## config.mk

```make
export PLATFORM = sky130hd
export DESIGN_NAME = util_fifo_param
export DESIGN_NICKNAME = d
export VERILOG_FILES = /design/src/rtl/util_fifo_pkg.sv /design/src/rtl/util_fifo_mem.sv /design/src/rtl/util_fifo_param.sv
export SDC_FILE = /design/constraint.sdc
export NUM_CORES = 1
export LEC_CHECK = 0
export CORE_ASPECT_RATIO = 0.7
export CORE_MARGIN = 8
export CORE_UTILIZATION = 60
export CTS_CLUSTER_DIAMETER = 40
export DETAILED_ROUTE_END_ITERATION = 6
export PLACE_DENSITY = 0.75
export SLEW_MARGIN = 15
export SYNTH_ARGS = -nofsm -noshare
export SYNTH_HDL_FRONTEND = slang
export SYNTH_SLANG_ARGS = --single-unit
```

## constraint.sdc

```tcl
create_clock -name clk -period 19.65 [get_ports clk]
set_input_delay 1.965 -clock clk [delete_from_list [all_inputs] [get_ports clk]]
set_output_delay 1.965 -clock clk [all_outputs]
set_load 0.02 [all_outputs]
```

## src/rtl/util_fifo_pkg.sv

```systemverilog
// Shared definitions for the parametrised FIFO: default sizes, read-mode enum
// and a constant-evaluable ceil(log2) helper usable in parameter expressions.
package util_fifo_pkg;

  localparam int DEF_DATA_W = 64;
  localparam int DEF_DEPTH  = 16;

  typedef enum logic {
    MODE_STD  = 1'b0,
    MODE_FWFT = 1'b1
  } fifo_mode_e;

  function automatic int clog2(input int value);
    int r;
    int v;
    r = 0;
    v = value - 1;
    while (v > 0) begin
      r = r + 1;
      v = v >> 1;
    end
    return r;
  endfunction

endpackage

```

## src/rtl/util_fifo_mem.sv

```systemverilog
// Simple dual-port storage: synchronous write, asynchronous read, no reset so
// that it maps onto distributed RAM.
module util_fifo_mem
  import util_fifo_pkg::*;
#(
  parameter int DATA_W = DEF_DATA_W,
  parameter int DEPTH  = DEF_DEPTH
) (
  input  logic                     clk,
  input  logic                     we,
  input  logic [clog2(DEPTH)-1:0]  waddr,
  input  logic [DATA_W-1:0]        wdata,
  input  logic [clog2(DEPTH)-1:0]  raddr,
  output logic [DATA_W-1:0]        rdata
);

  logic [DATA_W-1:0] mem [DEPTH];

  // Write port: one word per accepted write.
  always_ff @(posedge clk) begin
    if (we) begin
      mem[waddr] <= wdata;
    end
  end

  assign rdata = mem[raddr];

endmodule

```

## src/rtl/util_fifo_param.sv

```systemverilog
// Parametrised synchronous FIFO with optional first-word-fall-through output,
// registered status flags, occupancy count and sticky error flags.
module util_fifo_param
  import util_fifo_pkg::*;
#(
  parameter int DATA_W    = DEF_DATA_W,
  parameter int DEPTH     = DEF_DEPTH,
  parameter int AF_THRESH = DEPTH - 2,
  parameter int AE_THRESH = 2,
  parameter int FWFT      = 0
) (
  input  logic                     clk,
  input  logic                     rst_n,
  input  logic                     wr_en,
  input  logic [DATA_W-1:0]        din,
  input  logic                     rd_en,
  output logic [DATA_W-1:0]        dout,
  output logic                     dout_valid,
  output logic                     full,
  output logic                     empty,
  output logic                     almost_full,
  output logic                     almost_empty,
  output logic [$clog2(DEPTH):0]   count,
  output logic                     overflow,
  output logic                     underflow,
  input  logic                     clr_err
);

  localparam int         AW   = clog2(DEPTH);
  localparam int         CW   = AW + 1;
  localparam fifo_mode_e MODE = (FWFT != 0) ? MODE_FWFT : MODE_STD;

  if ((DEPTH < 4) || ((DEPTH & (DEPTH - 1)) != 0)) begin : g_chk_depth
    $error("util_fifo_param: DEPTH=%0d must be a power of two and at least 4", DEPTH);
  end
  if ((AF_THRESH < 0) || (AF_THRESH > DEPTH)) begin : g_chk_af
    $error("util_fifo_param: AF_THRESH=%0d outside 0..DEPTH", AF_THRESH);
  end
  if ((AE_THRESH < 0) || (AE_THRESH > DEPTH)) begin : g_chk_ae
    $error("util_fifo_param: AE_THRESH=%0d outside 0..DEPTH", AE_THRESH);
  end

  logic [AW-1:0]     wr_ptr;
  logic [AW-1:0]     rd_ptr;
  logic [CW-1:0]     count_r;
  logic [CW-1:0]     count_nxt;
  logic              full_r;
  logic              empty_r;
  logic              af_r;
  logic              ae_r;
  logic              ovf_r;
  logic              udf_r;
  logic              rd_acc;
  logic              wr_acc;
  logic [DATA_W-1:0] ram_rdata;

  // A full FIFO still takes a write when the head leaves in the same cycle;
  // an empty FIFO never forwards a same-cycle write to a read.
  assign rd_acc = rd_en & ~empty_r;
  assign wr_acc = wr_en & (~full_r | rd_acc);

  util_fifo_mem #(
    .DATA_W (DATA_W),
    .DEPTH  (DEPTH)
  ) u_mem (
    .clk   (clk),
    .we    (wr_acc),
    .waddr (wr_ptr),
    .wdata (din),
    .raddr (rd_ptr),
    .rdata (ram_rdata)
  );

  // Next occupancy; flags are derived from this so they never lag the count.
  always_comb begin
    count_nxt = count_r;
    case ({wr_acc, rd_acc})
      2'b10:   count_nxt = count_r + 1'b1;
      2'b01:   count_nxt = count_r - 1'b1;
      default: count_nxt = count_r;
    endcase
  end

  // Pointers, count and status flags.
  always_ff @(posedge clk or negedge rst_n) begin
    if (!rst_n) begin
      wr_ptr  <= '0;
      rd_ptr  <= '0;
      count_r <= '0;
      full_r  <= 1'b0;
      empty_r <= 1'b1;
      af_r    <= 1'b0;
      ae_r    <= 1'b1;
    end else begin
      if (wr_acc) wr_ptr <= wr_ptr + 1'b1;
      if (rd_acc) rd_ptr <= rd_ptr + 1'b1;
      count_r <= count_nxt;
      full_r  <= (count_nxt == CW'(DEPTH));
      empty_r <= (count_nxt == '0);
      af_r    <= (count_nxt >= CW'(AF_THRESH));
      ae_r    <= (count_nxt <= CW'(AE_THRESH));
    end
  end

  // Sticky error flags; a new rejection in the clearing cycle keeps the flag set.
  always_ff @(posedge clk or negedge rst_n) begin
    if (!rst_n) begin
      ovf_r <= 1'b0;
      udf_r <= 1'b0;
    end else begin
      if (wr_en & ~wr_acc)  ovf_r <= 1'b1;
      else if (clr_err)     ovf_r <= 1'b0;
      if (rd_en & ~rd_acc)  udf_r <= 1'b1;
      else if (clr_err)     udf_r <= 1'b0;
    end
  end

  if (MODE == MODE_STD) begin : g_std
    logic [DATA_W-1:0] dout_p1;
    logic              vld_p1;

    // ---- registered read stage: head word captured on the accepting edge ----
    always_ff @(posedge clk or negedge rst_n) begin
      if (!rst_n) begin
        dout_p1 <= '0;
        vld_p1  <= 1'b0;
      end else begin
        vld_p1 <= rd_acc;
        if (rd_acc) dout_p1 <= ram_rdata;
      end
    end

    assign dout       = dout_p1;
    assign dout_valid = vld_p1;
  end else begin : g_fwft
    // Head word is shown directly; zeroed while empty so reset reads as 0.
    assign dout       = empty_r ? '0 : ram_rdata;
    assign dout_valid = ~empty_r;
  end

  assign full         = full_r;
  assign empty        = empty_r;
  assign almost_full  = af_r;
  assign almost_empty = ae_r;
  assign count        = count_r;
  assign overflow     = ovf_r;
  assign underflow    = udf_r;

endmodule

```

After elaboration in Yosys (flattened, before gate mapping)
Memory sizes are Yosys's and may differ from the RTL's. A register that Yosys moved wholly into a read port is not among the register bits.
Index checks and enable logic that the tools add are counted.
- memories kept: 1
- register bits: 20
- RAM bits: 1024
- logic and storage cells: 39
- add/subtract/negate cells: 4
- equal/unequal tests: 3
- bitwise operators: 9
- mux-type cells: 6
- reduce and logical (&&, ||, !) cells: 4
- $lt $le $gt $ge: 2
- memory list (memory ; depth ; width ; rd ports ; clocked after memory_dff ; wr ports ; RTL line ; text):
    u_mem.mem ; 16 ; 64 ; 1 ; 1 ; 1 ; util_fifo_mem.sv:17 ; logic [DATA_W-1:0] mem [DEPTH];
- operator list (cell ; count):
    $pmux 5 s2 ; 1
    $add 4x1->4 const B ; 2
    $add 5x1->5 const B ; 1
    $eq 5x5->1 const B ; 1
    $ge 5x4->1 const B ; 1
    $le 5x2->1 const B ; 1
    $logic_not 5->1 ; 1
    $mux 1 ; 5
    $sub 5x1->5 const B ; 1
    $and 1x1->1 ; 4
    $not 1->1 ; 4
    $reduce_bool 2->1 ; 2
    $eq 2x1->1 const B ; 1
    $eq 2x2->1 const B ; 1
    $logic_not 1->1 ; 1
    $or 1x1->1 ; 1

Logic depth before layout (Yosys ltp)
- depth after elaboration: 7
- depth in mapped cells: 13

Cells and area by module
A second synthesis with hierarchy kept.
- cells, all modules: 1940
- area total of the unflattened synthesis: 41671.2 um2
- modules (own cells, without submodules) (module ; instances ; area each (um2) ; cells an instance ; sequential area each (um2)):
    util_fifo_mem ; 1 ; 38300.5 ; 1583 ; 30749.5
    util_fifo_param ; 1 ; 3370.7 ; 357 ; 2104.5

Worst setup path after synthesis
No wires, ideal clock.
- path type: input -> register
- start point: in rd_en
- end point: mem u_mem.mem[3][0] (netlist name) (enable)
- arrival: 7.207 ns
- library setup time: 0.564 ns
- slack: 11.878 ns
- stages: 6
- required time: 19.086 ns
- cell sequence: nand2b_1 -> buf_1 -> clkbuf_1 -> a21boi_2 -> nand2_1 -> nor3_1
- word-level cells in the longest chain between the ends: 5
- ends and longest elaborated chain (what ; RTL line ; text):
    start: declaration ; util_fifo_param.sv:16 ; input logic rd_en,
    $and 1x1->1 ; util_fifo_param.sv:59 ; assign rd_acc = rd_en & ~empty_r;
    $or 1x1->1 ; util_fifo_param.sv:60 ; assign wr_acc = wr_en & (~full_r | rd_acc);
    $and 1x1->1 ; util_fifo_param.sv:60 ;
    $mux 1 ; util_fifo_mem.sv:21 ; if (we) begin
    $mux 1 (not written as such) ; util_fifo_mem.sv:22 ; mem[waddr] <= wdata;
    end: declaration ; util_fifo_mem.sv:17 ;
No other way between the ends.

Worst setup path in the final report
- start point: in rd_en
- end point: mem u_mem.mem[4][59] (netlist name) (enable)
The elaborated chain is that of the path after synthesis.

==> flow_summary.ini <==
[place]
routabilityCongestion = 0.792
placed_area_um2 = 44300
portBuffers = 144
dp_hpwl_mm = 49.0

[pwr]
peakVddDrop_mv = 0.106
p_leak_nw = 15.4
powerDensity_nw_per_um2 = 151
finalPower_w = 0.00725

[cells_and_area]
finalInstanceArea_um2 = 48100
drive_above_1_share_pct = 26.5
mostFrequentLayoutCell = edfxtp_1
utilization_pct = 69.3
final_cell_mix = edfxtp_1 (1,024), mux4_2 (256), clkdlybuf4s50_1 (143)
fin_nets = 2086
area.growth.synth_to_final_pct = 15.0

[logic_synthesis]
syn-mean-instance-area_um2 = 22.9
synth_area_um2 = 41800
synth-seq-area-share_pct = 78.5
synth_xor_area_share_pct = 0.230
yosys_warnings = 0
synth_edf_count = 1024
synth_top_family_by_area = multiplexers
synthAdderAreaFrac_pct = 0.239
synthFlopType = edfxtp_1
async_flop_share_pct = 7.58
synth_seq_cells = 1108
synthDistinctLibCells = 41
synth_compound_area_share_pct = 4.57
synth.net_count = 1900
synthMuxAreaShare_pct = 13.8
yosys.area_share.simple_pct = 1.21
synth_cells = 1823

[flow_run]
cap_violations = 0

[grt]
grt_max_degree = 141
use_met2_pct = 37.0
grt_usage_pct = 23.5
met1_usage_pct = 34.5
use_met3_pct = 4.92
grt_pass1_wl_mm = 138
grt_antenna_before_repair = 2
grt_pass1_vias = 20800
busiest_layer = met2
gr-total-overflow = 0

[sta]
finClkSkew_ns = 0.0342
period_needed_ns = 5.16
fmax_ghz = 0.194
final_max_slew_viol_count = 0
holdWs_ns = 0.482
fin_crit_sh_pct = 26.3
finalHoldViolCount = 0
slew_headroom_pct = 22.6
setup_viol = 0
rsz0062_at_grt = false
setup_tns_ns = 0
worst_pin_slew_ns = 1.16

[setup_path]
regToRegSetupSlack_ns = 15.65
critPathSlowestCell = nor2_4
endpoint = u_mem.mem[4][59]$_DFFE_PP_
cp_num_cells = 6
reg2reg_from = rd_ptr[1]$_DFFE_PN0P_
critical-path-top-delay-family = simple AND/OR/NAND/NOR gates
crit_start = rd_en
crit_required_ns = 19.96
cpPeakStageDelay_ns = 0.97
critical_path_class = in -> reg
worstPathArrival_ns = 5.46
crit_chain = clkdlybuf4s50_1 -> nand2b_4 -> a21boi_2 -> nand2_1 -> nor2_4 -> buf_4
r2r_cells = 7
end_kind = flop
start_kind = input port
critPathBufInv = 2
crit-reg2reg-capture = dout[49]$_DFFE_PN0P_
critPathMaxFanout = 48

[die]
rows = 81
core_area_um2 = 69400
start_util_pct = 60.3
die_area_um2 = 78600
die_width_um = 332
ioPinCount = 145
dieHeight_um = 237

[hold_path]
min_path_type = reg -> reg

[routing]
drc = 0
drt-total-wl_mm = 92.6
drt-pass1-iter-count = 7
drtIter0Drc = 2244
detail-route-antenna-nets = 0
via_per_inst = 6.59
wl_per_cell_um = 30.7
vias = 19900

[clock_tree]
clkLatencyLatePin_ns = 0.70
clk_pin_slew_worst_paths_ns = 0.06
cts-buffers-inserted = 111
cts_tree = yes
cts-root-buf = clkbuf_16
cts_buffer_depth = 3
htreeDepth = 3
holdBufCountCts = 0
cts_sinks = 1108
ctsResizeCount = 0
post-cts-setup-buffers = 0

[status]
status = finished clean
==> flip-flops by register name, summed over array words and instances (netlist names) <==
register and flops:
u_mem.mem 1024, dout 64, count 5, rd_ptr 4, wr_ptr 4, almost_empty 1, almost_full 1, dout_valid 1
empty 1, full 1, overflow 1, underflow 1
==> layer usage <==
layer / up-vias / wire length [um] / part of all wire (%)
met2: 1077 / 45000 / 49
met3: 108 / 8130 / 8.8
met4: 2 / 1320 / 1.4
met5: - / 11 / 0.012
met1: 10600 / 38100 / 41
li1: 8139 / - / -
==> Yosys cell counts, drive strengths merged (10+ instances only) <==
library cell	n	area [um2]
edfxtp	1024	30700
mux4	256	5770
dfrtp	82	2050
nand2	75	282
o21ai	69	345
a22o	65	569
a221oi	64	923
buf	57	369
clkbuf	48	180
nor2	13	48.8
inv	10	37.5
==> cell families (layout without fill, tap and decap cells) <==
logic type,count (synthesis),in the layout
DFF,1108,1108
muxes,257,257
AOI/OAI and AO/OA,208,208
and+or+nand+nor,116,116
buffers and inverters,115,397
xor gates and xnor gates,11,11
adders and majority gates,8,8
other,0,1
==> power by group <==
part | internal (W) | switching [W] | total [W]
Combinational | 0.000905 | 0.00112 | 0.00202
Sequential | 0.00289 | 0.000179 | 0.00307
Clock | 0.00124 | 0.000924 | 0.00216
==> area by class of cell <==
type | instances | area, um2
timing repair buffer | 178 | 1730
clock inverter | 82 | 937
clock buffer | 127 | 2870
fill | 3982 | 21300
multi-input combinational | 600 | 8530
antenna | 1 | 2.50
inverter | 10 | 37.5
tap | 913 | 1140
sequential | 1108 | 32900
==> per-stage QoR <==
step                instances  setup slack [ns]
global placement         2808             13.78
detailed placement       2808             13.70
CTS                      3017             14.41
global route             3019             14.30
floorplan                1823             11.88
finish                   3019             14.49
==> worst min path at each step <==
stage	slack [ns]	start	endpoint	cells after the start
2_1_floorplan	0.49	rd_ptr[3]$_DFFE_PN0P_	rd_ptr[3]$_DFFE_PN0P_	1
3_3_place_gp	0.47	dout[17]$_DFFE_PN0P_	dout[17]$_DFFE_PN0P_	2
3_5_place_dp	0.48	dout[16]$_DFFE_PN0P_	dout[16]$_DFFE_PN0P_	2
4_1_cts	0.49	dout[16]$_DFFE_PN0P_	dout[16]$_DFFE_PN0P_	2
5_1_grt	0.51	dout[36]$_DFFE_PN0P_	dout[36]$_DFFE_PN0P_	2
6_report	0.48	dout[16]$_DFFE_PN0P_	dout[16]$_DFFE_PN0P_	2
==> worst reg2reg max path: stages, from the launching register on <==
cell and delay (ns):
dfrtp_4 1.03, buf_4 0.64, buf_12 0.33, buf_4 0.56, mux4_2 0.61, a22o_1 0.26, a221oi_2 0.34, o21ai_1 0.09
Power figures use the tool's default switching activity.
